===== src/rtl/seq_pkg.sv =====
// Shared definitions for the instruction sequencer: state encoding and reset PC.
package seq_pkg;

   // FSM encoding is visible on the debug state port, so the values are fixed.
   typedef enum logic [2:0] {
      StFetch  = 3'd0,
      StDecode = 3'd1,
      StExec   = 3'd2,
      StMem    = 3'd3,
      StWb     = 3'd4
   } seq_state_e;

   localparam logic [31:0] ResetPcDefault = 32'h0000_0000;

endpackage


===== src/rtl/pc_next.sv =====
// Next-PC adder: branch target (instr_pc + imm*4) or sequential (instr_pc + 4).
module pc_next (
   input  logic [31:0] instr_pc,
   input  logic [31:0] imm,
   input  logic        take,
   output logic [31:0] target
);

   // imm is a word offset; the shift drops the top two bits, and the add wraps mod 2^32.
   always_comb begin
      target = instr_pc + (take ? (imm << 2) : 32'd4);
   end

endmodule


===== src/rtl/instr_sequencer.sv =====
// Multi-cycle instruction sequencer: FETCH -> DECODE -> EXEC -> (MEM) -> (WB).
module instr_sequencer
   import seq_pkg::*;
#(
   parameter logic [31:0] RESET_PC = ResetPcDefault
) (
   input  logic        clk,
   input  logic        reset,
   output logic        imem_req,
   output logic [31:0] imem_addr,
   input  logic        imem_ready,
   input  logic [31:0] imem_rdata,
   output logic [31:0] ir,
   input  logic        ub,
   input  logic        cb,
   input  logic        memr,
   input  logic        memw,
   input  logic        regw,
   input  logic [31:0] imm,
   input  logic        zero,
   output logic        dmem_req,
   output logic        dmem_we,
   input  logic        dmem_ready,
   output logic        rf_we,
   output logic [31:0] link_data,
   output logic [31:0] pc,
   output logic [31:0] instr_pc,
   output logic [2:0]  state,
   output logic        retire
);

   seq_state_e  state_q, state_d;
   logic [31:0] pc_q, instr_pc_q, ir_q;
   logic [31:0] target;
   logic        take;

   // Only an unconditional branch or a taken CBZ leaves the sequential path.
   always_comb begin
      take = ub | (cb & zero);
   end

   pc_next u_pc_next (
      .instr_pc (instr_pc_q),
      .imm      (imm),
      .take     (take),
      .target   (target)
   );

   // Next-state decode; EXEC priority is ub > cb > memory > default.
   always_comb begin
      state_d = StFetch;
      case (state_q)
         StFetch:  state_d = imem_ready ? StDecode : StFetch;
         StDecode: state_d = StExec;
         StExec: begin
            if (ub) begin
               state_d = regw ? StWb : StFetch;
            end else if (cb) begin
               state_d = StFetch;
            end else if (memr || memw) begin
               state_d = StMem;
            end else begin
               state_d = regw ? StWb : StFetch;
            end
         end
         StMem: begin
            if (dmem_ready) begin
               state_d = memr ? StWb : StFetch;
            end else begin
               state_d = StMem;
            end
         end
         StWb:     state_d = StFetch;
         default:  state_d = StFetch;
      endcase
   end

   // State, PC and instruction registers; reset overrides every other event.
   always_ff @(posedge clk) begin
      if (reset) begin
         state_q    <= StFetch;
         pc_q       <= RESET_PC;
         instr_pc_q <= 32'd0;
         ir_q       <= 32'd0;
      end else begin
         state_q <= state_d;
         if (state_q == StFetch && imem_ready) begin
            ir_q       <= imem_rdata;
            instr_pc_q <= pc_q;
         end
         if (state_q == StExec) begin
            pc_q <= target;
         end
      end
   end

   // Strobes decode from the state register; gating with reset abandons the instruction.
   always_comb begin
      imem_req  = (state_q == StFetch) && !reset;
      dmem_req  = (state_q == StMem) && !reset;
      dmem_we   = (state_q == StMem) && memw && !reset;
      rf_we     = (state_q == StWb) && !reset;
      retire    = ((state_q == StExec) || (state_q == StMem) || (state_q == StWb)) &&
                  (state_d == StFetch) && !reset;
      imem_addr = pc_q;
      pc        = pc_q;
      instr_pc  = instr_pc_q;
      ir        = ir_q;
      state     = state_q;
      link_data = instr_pc_q + 32'd4;
   end

endmodule


===== config.mk =====
export PLATFORM = sky130hd
export DESIGN_NAME = instr_sequencer
export DESIGN_NICKNAME = d
export VERILOG_FILES = /design/src/rtl/seq_pkg.sv /design/src/rtl/pc_next.sv /design/src/rtl/instr_sequencer.sv
export SDC_FILE = /design/constraint.sdc
export NUM_CORES = 1
export LEC_CHECK = 0
export CORE_MARGIN = 2
export CORE_UTILIZATION = 25
export CTS_CLUSTER_DIAMETER = 200
export DETAILED_ROUTE_END_ITERATION = 16
export DONT_BUFFER_PORTS = 1
export GPL_TIMING_DRIVEN = 0
export PLACE_DENSITY = 0.46
export SLEW_MARGIN = 20
export SYNTH_ARGS = -nofsm -noshare
export SYNTH_HDL_FRONTEND = slang
export SYNTH_HIERARCHICAL = 1
export SYNTH_SLANG_ARGS = --single-unit

===== constraint.sdc =====
create_clock -name clk -period 4 [get_ports clk]
set_input_delay 0.4 -clock clk [delete_from_list [all_inputs] [get_ports clk]]
set_output_delay 0.4 -clock clk [all_outputs]
set_load 0.01 [all_outputs]

; Word level (Yosys, flattened, before mapping)
; Cells that the tools add are included.
[totals]
ram_bits = 0
latch_bits = 0
out_inout_bits = 168
regBits = 99
wordCells = 35
romBits = 0
mem_count = 0
[op_classes]
n_bitwise = 2
add_sub_neg = 2
reduce_logical = 14
n_div = 0
muxes = 9
n_lt_le_gt_ge = 0
eq_ne = 4
n_mul = 0
n_shift = 0
[ops]
columns = cell, n
row1 = 32-bit by 3-bit adder with 32-bit output (second input constant), 1
row2 = 32-bit adder, 1
row3 = 32-bit 2-to-1 mux, 1
row4 = 3-bit 2-to-1 mux, 6
row5 = 3-bit one-hot mux with 4 select lines, 1
row6 = 1-bit logical AND, 8
row7 = 3-bit by 2-bit equality test with 1-bit output (second input constant), 2
row8 = 3-bit logical NOT, 2
row9 = 3-bit by 1-bit equality test with 1-bit output (second input constant), 1
row10 = 3-bit equality test (second input constant), 1
row11 = 1-bit logical OR, 3
row12 = 1-bit bitwise AND, 1
row13 = 1-bit logical NOT, 1
row14 = 1-bit 2-to-1 mux, 1
row15 = 1-bit bitwise OR, 1

; Longest topological paths before layout
[depth]
word_depth = 8
ltp_mapped = 15

; Modules after synthesis
; Netlist, hierarchy kept.
[modules_own_cells]
columns = mod, n_inst, cells_each, area_each_um2, seq_area_each_um2
row1 = instr_sequencer, 1, 572, 4428.0, 1981.9
row2 = pc_next, 1, 268, 1921.8, 0.0

; Worst setup path after synthesis
; OpenSTA, ideal clock, no wires.
[synth_timing]
path_kind = input to register
from = input port zero
to = register pc_q[27] (netlist: imem_addr[27])
setup_slack_ps = 1054
stages = 15
setup_ps = 70
arrival_ps = 2876
cell_sequence = a21o_1 clkbuf_1 clkbuf_1 and2_1 ha_1 buf_2 a21o_1 o21bai_1 a21oi_1 o21ai_0 o21a_1 or4_1 o311ai_1 nand2_1 a21oi_1
[synth_between]
elab_chain_len = 4
[synth_lines]
columns = element, line
row1 = from (decl), instr_sequencer.sv:20  ; input logic zero,
row2 = 1-bit bitwise AND, instr_sequencer.sv:39  ; take = ub | (cb & zero);
row3 = 1-bit bitwise OR, instr_sequencer.sv:39
row4 = 32-bit 2-to-1 mux, pc_next.sv:11  ; target = instr_pc + (take ? (imm << 2) : 32'd4);
row5 = 32-bit adder, pc_next.sv:11
row6 = named net target[27], instr_sequencer.sv:34  ; logic [31:0] target;
row7 = to (signal assigned), instr_sequencer.sv:92  ; pc_q <= target;
row8 = to (decl), instr_sequencer.sv:33  ; logic [31:0] pc_q, instr_pc_q, ir_q;
; The timed path passes the listed nets, and every way through them passes these cells.
; A chain may end at the register's enable or synchronous reset.

; Final worst setup path
; Same ends and word-level chain as after synthesis.

==> results_dict.tcl <==
set metrics [dict create \
    outcome "completed" \
    viasPerCell 4.79 \
    dieArea_um2 26700 \
    fin_crit_ns 3.24 \
    grt_pass1_wl_um 32200 \
    ios 242 \
    synth_top_family_by_area "simple AND/OR/NAND/NOR gates" \
    postCtsHoldBufs 0 \
    rsz0062_at_grt "no" \
    antenna_left 0 \
    finalHoldViolCount 0 \
    fp.dieW_um 163 \
    die_h_um 163 \
    drtIter0Drc 253 \
    setup_tns_ns 0 \
    wirelength_um 21600 \
    finalPower_mw 2.25 \
    wire_per_inst_um 18.2 \
    synth_warnings 6 \
    pre_cts_slack_ns 0.373 \
    post-cts-setup-buffer-count 0 \
    cap_violations 0 \
    yosysMostFrequentCell "nand2_1" \
    comb_power_share 0.133 \
    antenna_found_initial 1 \
    cp_slowest_cell "or4_1" \
    met3_usage 0.0394 \
    setup_ws_ns 0.757 \
    crit_chain "a21o_1, clkbuf_1, clkbuf_1, and2_1, ha_1, buf_2, a21o_1, o21bai_1, a21oi_1, o21ai_0, o21a_1, or4_1, o311ai_1, nand2_1, a21oi_1" \
    synthSimpleGateAreaFrac 0.270 \
    hpwl_um 17200 \
    syn2layout_area_growth_pct 11.1 \
    synthXorXnorAreaFrac 0.0759 \
    hp-class "in -> reg" \
    first_pass_iters 4 \
    ys_ff_latch 99 \
    endpoint_kind "flip-flop" \
    finalMaxSlewViolations 0 \
    grt_max_degree 20 \
    postCtsResizedCells 0 \
    clock_path_buffers 2 \
    setup_viol 0 \
    yosysUniqueCellTypes 67 \
    cp.required_ns 4.29 \
    grt_usage 0.157 \
    p_per_area_nw_per_um2 318 \
    gp_congestion 0.820 \
    cts_tree "yes" \
    core_area_um2 25000 \
    synth_async_sr_flop_share 0 \
    synth_compound_area_frac 0.190 \
    io_buffers 0 \
    cts.clk_slew.worst_paths_ns 0.08 \
    synth_top_cells_by_area "dfxtp_1 (31%), nand2_1 (13%), a21oi_1 (9.7%)" \
    cp-start-kind "input pin" \
    seq_area_frac_synth 0.312 \
    pwr-share-clk 0.389 \
    cts-buffers-inserted 9 \
    top_usage_layer "met2" \
    first_global_vias 5467 \
    fillers 2765 \
    internal-power_mw 1.56 \
    use_met2 0.261 \
    clk_latency_ns 0.36 \
    synth_area_leader_cell "dfxtp_1" \
    avgSynthCellArea_um2 7.56 \
    critPathMaxStageDelay_ns 0.39 \
    fmax_ghz 0.308 \
    finalCritPeriodShare 0.811 \
    drive_gt1_frac 0.121 \
    grt_util_met1 0.204 \
    cts-root-buf "clkbuf_16" \
    synth_top_area_share 0.312 \
    post-route-drc-count 0 \
    grt-ovfl-total 0 \
    synth_adder_area_share 0.0623 \
    cp_num_buf_inv 3 \
    ir_drop_uv 168 \
    cts_sinks 99 \
    yosys_most_used_dff "dfxtp_1" \
    slew_headroom 0.568 \
    crit_fanout 10 \
    start_util 0.254 \
    htreeDepth 3 \
    power.share.sequential 0.478 \
    tightest_slew_ns 0.648 \
    vias 5688 \
    synth_edf_count 0 \
    p_switching_mw 0.685 \
    crit_type "in -> reg" \
    critical_path_arrival_ns 3.53 \
    syn_nets 945 \
    syn_area_um2 6350 \
    num-nets-final 956 \
    num_rows 58 \
    leakagePower_nw 2.84 \
    synth_cells 840 \
    synth_mux_area_frac 0 \
    synth_top_cells_by_count "nand2_1 (223), a21oi_1 (123), dfxtp_1 (99)" \
    switching_share 0.305 \
    fin_skew_ns 0.0139 \
    critical_path.top_delay_family "compound AO/OA/AOI/OAI gates" \
]
worst register-to-register path, delay by kind of cell, from the launching register on:
kind                     cells  cell delay [ns]
AO/OA/AOI/OAI                5             1.23
adder cells (fa/ha/maj)      2             0.67
flip-flops                   1             0.55
AND/OR/NAND/NOR              3             0.37
XOR/XNOR                     1             0.23
buffers and inverters        1             0.05
metal layers:
| layer | wire length, µm | up-vias |
|---|---|---|
| met4 | 204 | 0 |
| li1 | - | 2831 |
| met2 | 10300 | 171 |
| met1 | 9570 | 2672 |
| met3 | 1560 | 14 |
| met5 | 0 | - |
through the flow:
stage,util,cell area (µm²),instances,hold WS [ns]
after floorplan,-,6350,840,0.481
after global placement,0.270,6760,1170,0.493
after detailed placement,0.270,6760,1170,0.498
after CTS,0.282,7050,1186,0.147
after global routing,0.282,7060,1187,0.157
final,0.282,7060,1187,0.169
power by group through the flow:
stage                     combinational, mW  sequential, mW  clock, mW
after floorplan                       0.226            1.08          0
after global placement                0.301            1.10          0
after detailed placement              0.301            1.10          0
after CTS                             0.302            1.07      0.906
after global routing                  0.334            1.08      0.940
final                                 0.300            1.07      0.874
area by class of cell:
type                    instances  area (µm²)  share of cell area
clock inverters                 7        65.1             0.00922
inverters                      17        63.8             0.00904
well taps                     330         413              0.0585
clock buffers                   9         225              0.0319
multi-input cells             639        3800               0.539
diodes                          1        2.50            0.000355
plain buffers                  85         503              0.0713
flip-flops and latches         99        1980               0.281
cell usage in the layout (no fill, tap or decap), types with 9 or more instances in the layout:
| cell | count |
|---|---|
| a21o_1 | 17 |
| a21oi_1 | 123 |
| and2_1 | 31 |
| buf_2 | 15 |
| buf_4 | 44 |
| clkbuf_1 | 26 |
| clkbuf_16 | 9 |
| dfxtp_1 | 99 |
| ha_1 | 30 |
| inv_1 | 16 |
| nand2_1 | 223 |
| nand3_1 | 19 |
| nor2_1 | 22 |
| nor3_1 | 13 |
| o21ai_0 | 12 |
| xnor2_1 | 30 |
| xor2_1 | 25 |
cells by family (layout without fill, tap and decap cells):
kind of cell | after synthesis | in the layout
flip-flops | 99 | 99
adder cells (fa/ha/maj) | 31 | 31
other | 0 | 1
XOR/XNOR | 55 | 55
AO/OA/AOI/OAI | 193 | 193
buffers and inverters | 102 | 118
AND/OR/NAND/NOR | 360 | 360
final timing paths:
path	startpoint	to	slack [ns]	cells after the start
worst max-delay path	zero	imem_addr[27]	0.76	15
worst min-delay path	imem_rdata[27]	ir[27]	0.17	2
worst max register to register	instr_pc[2]	imem_addr[30]	0.83	12
worst min register to register	ir[20]	ir[20]	0.51	2
state kept, by name (all words and copies together), names as in the netlist:
name,cells
imem_addr,32
ir,32
state,3
instr_pc,32
(Power assumes the default switching activity.)
